## src/rtl/uart_rx_unit.sv

```systemverilog
`default_nettype none
// ============================================================================
//  Module   : uart_rx_unit
//  Purpose  : Oversampling UART receiver (8N1) with a first-word fall-through
//             receive FIFO. Define UART_RX_PARITY_EN for 8E1 framing.
//  Revision : 1.0  initial release
// ============================================================================
module uart_rx_unit #(
   parameter int FIFO_AW = 2,
   parameter int OVS     = 16
) (
   input  logic       clk,
   input  logic       Reset,
   input  logic [9:0] divsr,
   input  logic       rx,
   input  logic       rd_uart,
   output logic [7:0] r_data,
   output logic       rx_empty,
   output logic       frame_err,
   output logic       overrun
);

   localparam int         c_DEPTH = 1 << FIFO_AW;
   localparam logic [3:0] c_S_MID = 4'(OVS / 2 - 1);
   localparam logic [3:0] c_S_END = 4'(OVS - 1);

`ifdef UART_RX_PARITY_EN
   typedef enum logic [2:0] {
      ST_IDLE   = 3'd0,
      ST_START  = 3'd1,
      ST_DATA   = 3'd2,
      ST_PARITY = 3'd3,
      ST_STOP   = 3'd4
   } state_t;
`else
   typedef enum logic [2:0] {
      ST_IDLE   = 3'd0,
      ST_START  = 3'd1,
      ST_DATA   = 3'd2,
      ST_STOP   = 3'd4
   } state_t;
`endif

   // ---------------------------------------------------------------- baud tick
   logic [9:0] r_tick_cnt;
   logic       w_tick;

   assign w_tick = (r_tick_cnt == divsr);

   // ">=" lets a shrinking divisor wrap the counter immediately
   always_ff @(posedge clk) begin
      if (Reset)
         r_tick_cnt <= '0;
      else if (r_tick_cnt >= divsr)
         r_tick_cnt <= '0;
      else
         r_tick_cnt <= r_tick_cnt + 10'd1;
   end

   // ------------------------------------------------------------ synchronizer
   logic r_rx_meta;
   logic r_rx_s;

   always_ff @(posedge clk) begin
      if (Reset) begin
         r_rx_meta <= 1'b1;
         r_rx_s    <= 1'b1;
      end else begin
         r_rx_meta <= rx;
         r_rx_s    <= r_rx_meta;
      end
   end

   // ----------------------------------------------------------- frame decoder
   state_t     r_state, w_state_nxt;
   logic [3:0] r_s, w_s_nxt;
   logic [2:0] r_n, w_n_nxt;
   logic [7:0] r_b, w_b_nxt;
   logic       w_par_ok;
   logic       w_accept;
   logic       w_reject;

`ifdef UART_RX_PARITY_EN
   logic r_par, w_par_nxt;
   assign w_par_ok = (r_par == (^r_b));
`else
   assign w_par_ok = 1'b1;
`endif

   always_ff @(posedge clk) begin
      if (Reset) begin
         r_state <= ST_IDLE;
         r_s     <= '0;
         r_n     <= '0;
         r_b     <= '0;
`ifdef UART_RX_PARITY_EN
         r_par   <= 1'b0;
`endif
      end else begin
         r_state <= w_state_nxt;
         r_s     <= w_s_nxt;
         r_n     <= w_n_nxt;
         r_b     <= w_b_nxt;
`ifdef UART_RX_PARITY_EN
         r_par   <= w_par_nxt;
`endif
      end
   end

   always_comb begin
      w_state_nxt = r_state;
      w_s_nxt     = r_s;
      w_n_nxt     = r_n;
      w_b_nxt     = r_b;
      w_accept    = 1'b0;
      w_reject    = 1'b0;
`ifdef UART_RX_PARITY_EN
      w_par_nxt   = r_par;
`endif
      case (r_state)
         ST_IDLE: begin
            if (!r_rx_s) begin
               w_state_nxt = ST_START;
               w_s_nxt     = '0;
            end
         end
         ST_START: begin
            if (w_tick) begin
               if (r_s == c_S_MID) begin
                  // line back high at mid start bit: treat as a glitch
                  if (!r_rx_s) begin
                     w_state_nxt = ST_DATA;
                     w_s_nxt     = '0;
                     w_n_nxt     = '0;
                  end else begin
                     w_state_nxt = ST_IDLE;
                  end
               end else begin
                  w_s_nxt = r_s + 4'd1;
               end
            end
         end
         ST_DATA: begin
            if (w_tick) begin
               if (r_s == c_S_END) begin
                  w_b_nxt = {r_rx_s, r_b[7:1]};
                  w_s_nxt = '0;
                  if (r_n == 3'd7) begin
`ifdef UART_RX_PARITY_EN
                     w_state_nxt = ST_PARITY;
`else
                     w_state_nxt = ST_STOP;
`endif
                  end else begin
                     w_n_nxt = r_n + 3'd1;
                  end
               end else begin
                  w_s_nxt = r_s + 4'd1;
               end
            end
         end
`ifdef UART_RX_PARITY_EN
         ST_PARITY: begin
            if (w_tick) begin
               if (r_s == c_S_END) begin
                  w_par_nxt   = r_rx_s;
                  w_s_nxt     = '0;
                  w_state_nxt = ST_STOP;
               end else begin
                  w_s_nxt = r_s + 4'd1;
               end
            end
         end
`endif
         ST_STOP: begin
            if (w_tick) begin
               if (r_s == c_S_END) begin
                  if (r_rx_s && w_par_ok)
                     w_accept = 1'b1;
                  else
                     w_reject = 1'b1;
                  w_s_nxt     = '0;
                  w_state_nxt = ST_IDLE;
               end else begin
                  w_s_nxt = r_s + 4'd1;
               end
            end
         end
         default: begin
            w_state_nxt = ST_IDLE;
            w_s_nxt     = '0;
            w_n_nxt     = '0;
         end
      endcase
   end

   // Accepted byte is staged one cycle before it reaches the FIFO
   logic       r_push;
   logic [7:0] r_push_data;
   logic       r_frame_err;

   always_ff @(posedge clk) begin
      if (Reset) begin
         r_push      <= 1'b0;
         r_push_data <= '0;
         r_frame_err <= 1'b0;
      end else begin
         r_push      <= w_accept;
         r_push_data <= r_b;
         r_frame_err <= w_reject;
      end
   end

   // ------------------------------------------------------------ receive FIFO
   logic [7:0]         r_mem [c_DEPTH];
   logic [FIFO_AW-1:0] r_wptr;
   logic [FIFO_AW-1:0] r_rptr;
   logic [FIFO_AW:0]   r_count;
   logic [7:0]         r_hold;
   logic               r_overrun;
   logic               w_full;
   logic               w_empty;
   logic               w_wr;
   logic               w_rd;

   assign w_full  = (r_count == (FIFO_AW + 1)'(c_DEPTH));
   assign w_empty = (r_count == '0);
   assign w_wr    = r_push && (!w_full || rd_uart);
   assign w_rd    = rd_uart && !w_empty;

   always_ff @(posedge clk) begin
      if (w_wr)
         r_mem[r_wptr] <= r_push_data;
   end

   always_ff @(posedge clk) begin
      if (Reset) begin
         r_wptr    <= '0;
         r_rptr    <= '0;
         r_count   <= '0;
         r_hold    <= '0;
         r_overrun <= 1'b0;
      end else begin
         r_overrun <= r_push && w_full && !rd_uart;
         if (w_wr)
            r_wptr <= r_wptr + 1'b1;
         if (w_rd) begin
            r_rptr <= r_rptr + 1'b1;
            r_hold <= r_mem[r_rptr];
         end
         case ({w_wr, w_rd})
            2'b10:   r_count <= r_count + 1'b1;
            2'b01:   r_count <= r_count - 1'b1;
            default: r_count <= r_count;
         endcase
      end
   end

   // While empty, show the last byte handed out so the output never wanders
   assign r_data    = w_empty ? r_hold : r_mem[r_rptr];
   assign rx_empty  = w_empty;
   assign frame_err = r_frame_err;
   assign overrun   = r_overrun;

endmodule
`default_nettype wire

```

## config.mk

```make
export PLATFORM = sky130hd
export DESIGN_NAME = uart_rx_unit
export DESIGN_NICKNAME = d
export VERILOG_FILES = /design/src/rtl/uart_rx_unit.sv
export SDC_FILE = /design/constraint.sdc
export NUM_CORES = 1
export LEC_CHECK = 0
export BUFFER_PORTS_ARGS = -buffer_cell sky130_fd_sc_hd__clkbuf_2
export CAP_MARGIN = 20
export CORE_MARGIN = 3
export CORE_UTILIZATION = 64
export DETAILED_ROUTE_END_ITERATION = 16
export GPL_TIMING_DRIVEN = 0
export HOLD_SLACK_MARGIN = 0.15
export PLACE_DENSITY_LB_ADDON = 0.15
export SYNTH_ARGS = -nofsm -noshare
export SYNTH_HDL_FRONTEND = slang
export SYNTH_SLANG_ARGS = --single-unit
```

## constraint.sdc

```tcl
create_clock -name clk -period 7.5 [get_ports clk]
set_clock_uncertainty 0.2 [all_clocks]
set_input_delay 1.125 -clock clk [delete_from_list [all_inputs] [get_ports clk]]
set_output_delay 1.125 -clock clk [all_outputs]
set_load 0.005 [all_outputs]
```

-- Yosys cells after proc, flatten, opt, wreduce, memory -nomap -nowiden
Memory sizes are Yosys's and may differ from the RTL's. A register that Yosys moved wholly into a read port is not among the register bits.
Index checks and enable logic that the tools add are counted.
- equality and inequality tests: 21
- bitwise operators: 4
- shift-type cells: 0
- magnitude comparators: 1
- $add $sub $neg: 7
- multiplexer cells: 31
- multipliers: 0
- divide/modulo/power cells: 0
- reductions and logical operators: 19
- operators with widths (cell ; number):
    two-way mux 3 bit ; 14
    two-way mux 4 bit ; 5
    inequality test 2 bit (second input constant) ; 10
    case mux 3 bit (4 select lines) ; 1
    case mux 4 bit (3 select lines) ; 1
    adder 10 x 1 -> 10 bit (second input constant) ; 1
    equality test 10 bit ; 1
    >= comparator 10 bit ; 1
    equality test 3 bit (second input constant) ; 3
    case mux 3 bit (3 select lines) ; 1
    two-way mux 8 bit ; 1
    AND reduction 8 bit ; 1
    AND reduction 7 bit ; 1
    adder 3 x 1 -> 3 bit (second input constant) ; 2
    logical NOT 3 bit ; 2
    two-way mux 2 bit ; 3
    case mux 3 bit (2 select lines) ; 1
    OR reduction 2 bit ; 3
    adder 2 x 1 -> 2 bit (second input constant) ; 2
    adder 4 x 1 -> 4 bit (second input constant) ; 1
    equality test 4 x 3 -> 1 bit (second input constant) ; 1
    equality test 4 bit (second input constant) ; 1
    logical AND 1 bit ; 4
    two-way mux 1 bit ; 4
    other kinds (13) ; 18
- bits in latches: 0
- output and inout bits: 11
- bits in writable memories: 32
- input port bits: 14
- bits in read-only memories: 0
- logic and storage cells: 99
- memories kept: 1
- flip-flop bits (word level): 56
- memory list (memory ; words ; bits a word ; read ports ; clocked after memory_dff ; write ports ; line ; source):
    r_mem ; 4 ; 8 ; 1 ; 1 ; 1 ; 215 ; logic [7:0] r_mem [c_DEPTH];

-- Depth between registers and ports, before layout
Gate-level depths: netlist of the first run.
- depth after elaboration: 6
- gate-level depth with buffers: 11

-- Worst setup path after synthesis of the first run
No wires, ideal clock.
- path kind: input -> register
- start point: input rd_uart
- end point: register r_count[2]
- slack: 4238 ps
- stages: 9
- setup time: 71 ps
- arrival: 2991 ps
- path buffers: 0
- cell sequence: or4b_4 > and2_4 > inv_2 > ha_1 > inv_1 > fa_1 > xor2_1 > or3_1 > a21oi_1
- word-level cells in the longest chain between the ends: 4
- RTL lines (element ; line ; source):
    start, declared ; 16 ; input logic rd_uart,
    logical OR 1 bit ; 228 ; assign w_wr = r_push && (!w_full || rd_uart);
    logical AND 1 bit ; 228 ;
    equality test 2 x 1 -> 1 bit or equality test 2 bit (tied branches) ; 251 ; case ({w_wr, w_rd})
    case mux 3 bit (2 select lines) or nonzero test 2 bit (tied branches) ; -- ;
    end signal, assigned ; 252 ; 2'b10: r_count <= r_count + 1'b1;
    end signal, assigned ; 253 ; 2'b01: r_count <= r_count - 1'b1;
    end signal, assigned ; 254 ; default: r_count <= r_count;
    end, declared ; 218 ; logic [FIFO_AW:0] r_count;
Parallel ways exist; a longest one is shown, timed or not.
A chain may end at the register's enable or synchronous reset.

==> results of run 1 <==
registers in the layout (all words and copies together) (netlist names), 2 cells and up, named ones only:
register     flops
r_b              8
r_count          3
r_hold           8
r_mem           32
r_n              3
r_push_data      8
r_rptr           2
r_s              4
r_state          3
r_tick_cnt      10
r_wptr           2
stage by stage:
step	total power, µW	hold slack (ns)
finish	860	0.222
global route	887	0.236
floorplan	545	0.189
detailed placement	556	0.196
CTS	862	0.228
global placement	554	0.195
kinds of logic after synthesis:
| logic type | after synthesis | share of synthesized area (%) |
|---|---|---|
| AO/OA/AOI/OAI | 47 | 7.79 |
| XOR/XNOR | 14 | 3.28 |
| adder cells (fa/ha/maj) | 20 | 6.50 |
| buffers and inverters | 34 | 3.69 |
| flip-flops | 90 | 53.5 |
| multiplexers | 27 | 9.72 |
| AND/OR/NAND/NOR | 118 | 15.5 |
routing by layer:
metal / vias to the layer above / part of all wire (%) / routed length, µm
li1: 1302 / - / -
met1: 1212 / 45 / 3080
met2: 71 / 48 / 3300
met3: 10 / 4.9 / 337
met4: 0 / 1.6 / 106
met5: - / 0 / 0
worst paths after layout:
check                                start    endpoint  cells past startpoint
worst max-delay path             flip-flop   r_data[2]                      4
worst min-delay path             r_rx_meta      r_rx_s                      1
worst max register to register  r_count[0]  r_count[2]                      9
worst min register to register   r_rx_meta      r_rx_s                      1
worst reg2reg max path, cell delays in order, from the launching register on:
cell	delay [ns]
dfxtp_1	0.37
or4b_4	0.59
and2_4	0.20
inv_2	0.05
ha_1	0.18
inv_1	0.06
fa_1	0.38
xor2_1	0.16
or3_1	0.30
a21oi_1	0.14
cells in the final DEF (no fill, tap or decap), drive strengths merged, types with 2 or more instances in the layout:
master  instances
a21o            2
mux2i          10
o21ai           9
nand2          26
nand4           5
a31oi           2
dfxtp          58
a21oi          19
xor2           10
or2             3
nor3            4
mux4            8
and2            2
clkbuf         38
ha             19
a22o            2
edfxtp         32
xnor2           4
mux2            9
o211a           2
or3             2
buf             7
nor2           40
and3            8
inv            26
o211ai          2
nand2b          2
nand3          10
nor2b          13
final cells by class:
type	instances	area (µm²)
buffer	13	67.6
sequential	90	2120
clock buffer	9	124
fill	405	1590
inverter	21	78.8
multi-input combinational	226	1700
clock inverter	7	65.1
tap	75	93.8
timing repair buffer	23	115
power by group through the flow:
stage          combinational, µW  sequential, µW  clock [µW]
2_1_floorplan               27.4             518           0
3_5_place_dp                37.0             519           0
6_report                    36.8             508         316
3_3_place_gp                35.5             518           0
4_1_cts                     37.1             508         318
5_1_grt                     41.8             508         337
==> summary.md, run 1 <==
The flow ran to the end, and the final reports show no timing, DRC or antenna violations. Per report_power, the clock group accounts for 36.7% of the total. The first global-routing pass estimated 11.5 mm of wire. Sorting the synthesized cells by how often they occur yields 58 x dfxtp_1, 40 x nor2_1, 32 x edfxtp_1, 26 x nand2_1.

In this design, the stage delay of the slowest critical-path cell is 0.57 ns. The placed instances occupy a cell area of 4170 µm². The net count of the finished layout is 418. The starting density of the core was 66.6%. Row generation in the floorplan step produced 28 rows. For this design, the sink count on the clock tree is 90. The worst setup path is of the reg2out kind. In the post-synthesis netlist, the biggest area contributors are dfxtp_1 29%, edfxtp_1 24%, ha_1 6.0%.

Sequential cells were found to cover 53.5% of the synthesized design area. The total core area was 5960 µm². In the routed design, unresolved DRC markers number 0.

Synthesis handed over a netlist of 350 instances. In the final layout, the share of cells above drive strength 1 is 20.1%. When the netlist entered floorplanning its net count stood at 384.

Cell internal power was estimated by the tool at 648 µW. After clock tree synthesis, the clock-pin slew on the worst setup and hold paths is 0.10 ns. For the final number of hold-violating endpoints, the log shows 0. TritonCTS built the clock tree. The number of ports placed on the die boundary is 25. Summed over all nets, the switching power comes to 211 µW. The number of buffers inserted by port buffering came out at 23.

The average instance in the mapped netlist occupies 11.3 µm². Setup repair after global routing left no endpoint under its margin. The remaining global-route overflow was 0. The number of hold buffers added after CTS was 0. The endpoint required time on the critical path is 6.17 ns, and the area of the mapped netlist is 3970 µm². Once detailed placement completed, the half-perimeter wirelength came to 5.04 mm. The logs give 4.01 ns for the post-placement setup slack and 0 for the number of pins exceeding their max-slew limit in the final report. For this design the static power due to leakage is 0.00191 µW. The initial antenna violation count is 0, and the via count of the first global-routing pass is 2,552. Counting distinct cell types in the post-synthesis netlist gives 56. The final critical-path share of the clock period is 43.2%, and the met2 track utilization from global routing is 33.5%. The flip-flop and latch count after synthesis was 90. Power spread over the standard cell area amounts to 197 nW/µm².

The number of diodes is 0, and the area growth from synthesis to layout is 10.0%. Global routing consumed, on the met3 layer, 3.83% of the routing resources. The signal on the critical path passes through buf_2 > mux4_2 > mux2_2 > clkbuf_2.

The tools report the kind of start point of the critical path as a flip-flop. In the post-synthesis netlist, the cell with the most instances is dfxtp_1. The fraction of power spent switching nets came out at 24.6%. For met1 alone, demand over resource in global routing was 26.4%. The data arrival time of the worst path was 1.92 ns; the detailed-router iteration count before antenna repair was 4.

Global routing used 20.4% of the available tracks. The die covers 7180 µm². Element type at the critical path end: an output port. The run gives 4.3% as the part of the power in combinational logic. The post-route cell area was 4360 µm². The min-delay analysis places its worst path in the category reg2reg. Setup-violating endpoint count in the final report: 0. The detailed router finished its first iteration with 127 violations. Broken down by cell family, the worst path's largest delay share belongs to multiplexers. For the core occupancy in the finished layout, the log shows 73.3%. The number of gates resized after cts came out at 0. Area share of the largest cell type after synthesis: 29.3%.

Entering global routing, the biggest net connects 19 pins. The detail route stage leaves a number of antenna-violating nets equal to 0. After detailed routing, the number of vias per cell comes to 5.59. The floorplan die width is 84.7 µm. The most congested layer reported by global routing was met2. The worst slew margin relative to its limit was 49.2%.

The clock network latency to the later pin of the worst-skew pair is 0.36 ns. Summed over all instances, the cell type with the most area after synthesis is dfxtp_1. The worst path meets setup with 4.26 ns of slack. For this run, the number of Yosys warnings is 0. Together, buffers and inverters on the worst path number 2. For this run, asynchronously set or reset flops after synthesis account for 0%. The longest clock path from root to sink contains 2 buffers.

Counting I/O delays and the setup requirement, the final critical path takes 3.24 ns. The number of vias in the routed layout was 2,595; the wire length after detailed routing was 6.81 mm. The final RePlAce weighted congestion was 0.840; the chip height was 84.7 µm. The number of clock buffers added by TritonCTS is 9. The tools report the final instance count without filler cells as 464.

Maximum level of the CTS H-tree: 3. After detailed routing, the average wire length per cell comes to 14.7 µm. Counting tap cells, the placed design contains a total of 448 instances. Summed over all failing endpoints, the final setup total negative slack is 0 ns. The root buffer selected by CTS was clkbuf_8. The tools report the total setup buffers inserted after CTS as 0. The maximum clock rate is 308 MHz, and the transition at the pin with the smallest max-transition slack is 0.761 ns. The number of flops mapped to enable cells by yosys was 32; the share of power burned in registers was 59.0%.

The run gives 4.81 ns as the worst reg-to-reg setup slack. For this design, the slowest cell found on the critical path is mux4_2. The worst-case IR drop observed on VDD is 0.125 mV. Along the worst path, the maximum fanout reaches 8. The run gives 0 as the max-cap check violation count. The dominant synthesized flop cell is dfxtp_1.
(Power assumes the default switching activity.)
==> inputs of run 2 (changes only) <==
--- a/config.mk
+++ b/config.mk
@@ -5,10 +5,11 @@
 export SDC_FILE = /design/constraint.sdc
 export NUM_CORES = 1
 export LEC_CHECK = 0
+export ABC_AREA = 1
 export BUFFER_PORTS_ARGS = -buffer_cell sky130_fd_sc_hd__clkbuf_2
 export CAP_MARGIN = 20
 export CORE_MARGIN = 3
-export CORE_UTILIZATION = 64
+export CORE_UTILIZATION = 54
 export DETAILED_ROUTE_END_ITERATION = 16
 export GPL_TIMING_DRIVEN = 0
 export HOLD_SLACK_MARGIN = 0.15
==> constraint.sdc (replaced) <==
create_clock -name clk -period 2.7 [get_ports clk]
set_clock_uncertainty 0.2 [all_clocks]
set_input_delay 0.405 -clock clk [delete_from_list [all_inputs] [get_ports clk]]
set_output_delay 0.405 -clock clk [all_outputs]
set_load 0.005 [all_outputs]
==> run 2 against run 1 <==
Compared with the run above:
- critical path depth increased by 2
- area after synthesis increased by 3.9%
- die area increased by 21%
- flip-flop and latch count unchanged
- setup slack got worse by 4.0 ns
- critical endpoint is now r_data[4]
- largest power group unchanged
==> summary.md, run 2 <==
In the layout the commonest cells are 108 x nand2_1, 58 x dfxtp_1, 52 x inv_1, 48 x nor2_1, 43 x a21oi_1. Number of buffers and inverters on the critical path: 3. The kind of cell with the highest combined delay along the critical path is buffers and inverters.

The number of flip-flops under the largest register name was 32. The register with the most flip-flops in the final layout is r_mem. Top cell type by total area after synthesis: dfxtp_1. Using the TritonRoute via totals, the vias-per-cell ratio works out to 5.03. The floorplan step set the die width to 93.3 µm.

The share of synthesized registers carrying an async set or reset is 0%, and the setup total negative slack is 0 ns. Timing would allow up to 404 MHz. Summed over its instances, the top area cell type makes up 28.2% of the synthesized netlist area.

The remaining global-route overflow came out at 0. Yosys attributes the largest share of cell area to dfxtp_1 28%, edfxtp_1 23%, nand2_1 9.8%. The routed wirelength normalized by instance count was 12.4 µm; the clock-pin slew reported for the worst setup and hold paths after clock tree synthesis was 0.10 ns.

The total core area was 7330 µm²; the final RePlAce weighted congestion was 0.808. On the worst path, the slowest cell contributes a delay of 0.31 ns. In this run the critical register-to-register path is captured at r_count[2].

Counting tap cells, the placed design contains a total of 597 instances. IR analysis of the VDD net gives a maximum drop of 0.519 mV. The commonest non-fill, non-tap cell in the layout is nand2_1. For the max-cap check violation count, the log shows 0. In this run the static leakage power is 0.00193 µW.

The logs give 0 for the number of pins exceeding their max-slew limit in the final report and 7.63 mm for the wire length after detailed routing. For the number of diodes, the log shows 0. The min-delay analysis places its worst path in the category in2reg. Highest metal layer with signal wires: met4. The dominant synthesized flop cell is dfxtp_1.

Beginning of the worst register-to-register path: r_count[0]. The count of nets left with antenna violations once routing finished came out at 0. The global-route wire length before repair is 12.6 mm, and the core occupancy in the finished layout is 62.9%.

The run gives 56.2% as the starting density of the core. Setup slack closes at 0.223 ns. Summed over all nets, wire length on met2 after detailed routing comes to 3.87 mm. The chip height works out to 93.3 µm. TritonCTS built the clock tree. Timing analysis after detailed placement gives a worst setup slack of 0.216 ns. Final-stage net count: 545. Sequential cells were found to cover 51.5% of the synthesized design area.

In the post-synthesis netlist, the cell with the most instances is nand2_1. The die covers 8710 µm². Buffers added to address setup during post-CTS repair amount to 0. The run gives 474 as the number of instances in the synthesized netlist.

The path with the worst hold slack has its endpoint at overrun. Setup repair after global routing left no endpoint under its margin. The count of buffers added on input and output ports is 24. For the worst setup path, the data required time is 2.10 ns. In this run, distinct cell masters in the synthesized netlist total 33. Along the worst path, the maximum fanout reaches 10. Detailed placement finished with a half-perimeter wire length of 5.45 mm. STA classifies the critical path endpoint as an output port. The cell depth of the worst hold path is 4. The share of post-route cells with drive strength above 1 is 14.9%.

In this run the power density over the cells is 779 nW/µm². The detailed-router iteration count before antenna repair came out at 4. Transition at the pin with the smallest max-transition slack: 0.760 ns. Counting cells, the worst reg-to-reg path comes to 10. Ranked by instance count, the synthesized netlist is headed by 108 x nand2_1, 58 x dfxtp_1, 53 x inv_1, 48 x nor2_1, 43 x a21oi_1. The tools report the total clock sinks as 90. The average instance in the mapped netlist occupies 8.69 µm².

The initial antenna violation count came out at 0. The later pin in the worst-skew pair is clocked with a latency of 0.35 ns. STA classifies the critical path startpoint as a flip-flop. In the detailed route, the total length drawn on met3 is 334 µm. The H-tree was split into 3 levels. The slowest cell on the critical path is dfxtp_1. Entering global routing, the biggest net connects 17 pins.

The logs give 3,096 for the number of vias in the routed layout and 0 for the number of remaining DRC errors. The logs give 25 for the number of ports placed on the die boundary and 9 for the CTS buffer count. The via count of the first global-routing pass is 2,794, and the flip-flop and latch count after synthesis is 90. Area growth from synthesis to layout: 12.0%.

For the initial DRC count, the log shows 118. The number of nets in the synthesized netlist is 508. The logs give 0 for the setup-violating endpoint count in the final report and 0 for the final number of hold-violating endpoints. The Yosys warning count is 0, and the final critical delay including setup and external delays is 2.48 ns. The flow ran to the end, and the final reports show no timing, DRC or antenna violations. The data arrival time of the worst path came out at 1.87 ns.

The cell that appears most often on the critical path is buf_2. The critical setup path kind was reg2out. The global-route total usage across every layer was 18.4%. The largest registers in the layout are r_mem x32, r_tick_cnt x10. The final critical path takes up 91.7% of the cycle.

In this run the deepest clock path goes through 2 buffers. The cell sitting at the root of the clock tree is a clkbuf_8. Traced cell by cell, the critical path runs through buf_2 > buf_2 > nand2_1 > a32o_1 > o21ai_0 > clkbuf_2. The filler cells instantiated in the layout total 602. The final instance count without filler cells is 615, and the met1 routed wirelength after detailed routing is 3.32 mm. The launch point of the worst hold path was rd_uart. The number of placement rows is 31, and the area of the mapped netlist is 4120 µm². The tools report the worst slew margin relative to its limit as 49.2%. In this run, synthesis inferred 32 flip-flops with an integrated enable. The worst reg-to-reg setup slack is 0.35 ns.
[run 2: worst max-delay path by stage]
stage,from,endpoint,slack (ns),cells past startpoint
floorplan,r_count[0],r_count[2],0.48,10
global placement,rd_uart,r_count[2],0.23,11
detailed placement,rd_uart,r_count[2],0.22,11
CTS,flip-flop,r_data[4],0.13,7
global route,flip-flop,r_data[1],0.09,6
finish,flip-flop,r_data[4],0.22,6
[run 2: power by group]
group,internal (µW),switching (µW)
combinational,376,650
clock,535,481
sequential,1480,74.4
[run 2: final cells by class]
type                            instances  area [µm²]  area share (%)
Buffer                                 13        75.1            1.63
Clock buffer                           10         128            2.77
Clock inverter                          6        97.6            2.11
Inverter                               57         218            4.72
Multi-Input combinational cell        314        1710            37.1
Sequential cell                        90        2120            46.0
Tap cell                               99         124            2.68
Timing Repair Buffer                   26         140            3.04
[run 2: cell families after synthesis]
logic type      share of synthesized area, %
compound gates                          11.0
buf+inv                                 6.96
xor+xnor                                1.70
fa+ha+maj                               6.26
simple gates                            22.6
flops                                   51.5
[run 2: metrics by stage]
step,hold WS [ns],cell area [µm²],power (µW)
3_5_place_dp,0.204,4360,2600
5_1_grt,0.194,4610,3820
3_3_place_gp,0.194,4360,2570
6_report,0.179,4610,3590
2_1_floorplan,0.189,4120,2360
4_1_cts,0.157,4610,3620
[run 2: layer usage]
layer | global-route usage, % | vias up
met1 | 22.3 | 1388
met3 | 2.98 | 11
met2 | 31.1 | 75
met4 | 9.89 | 0
li1 | - | 1622
met5 | 0 | -
[run 2: what timing repair did]
action	4_1_cts	5_1_grt
hold endpoints to repair	2	0
hold buffers	2	0
endpoints found under the setup margin	0	3
resized for setup	0	5
[run 2: worst reg2reg max path: stages (launching register included)]
cell      delay, ns
dfxtp_1        0.44
nor3_4         0.11
nor2_1         0.17
clkbuf_2       0.27
ha_1           0.18
inv_1          0.06
fa_1           0.38
a21oi_1        0.14
o21ai_0        0.11
o21ai_0        0.15
a21oi_1        0.05
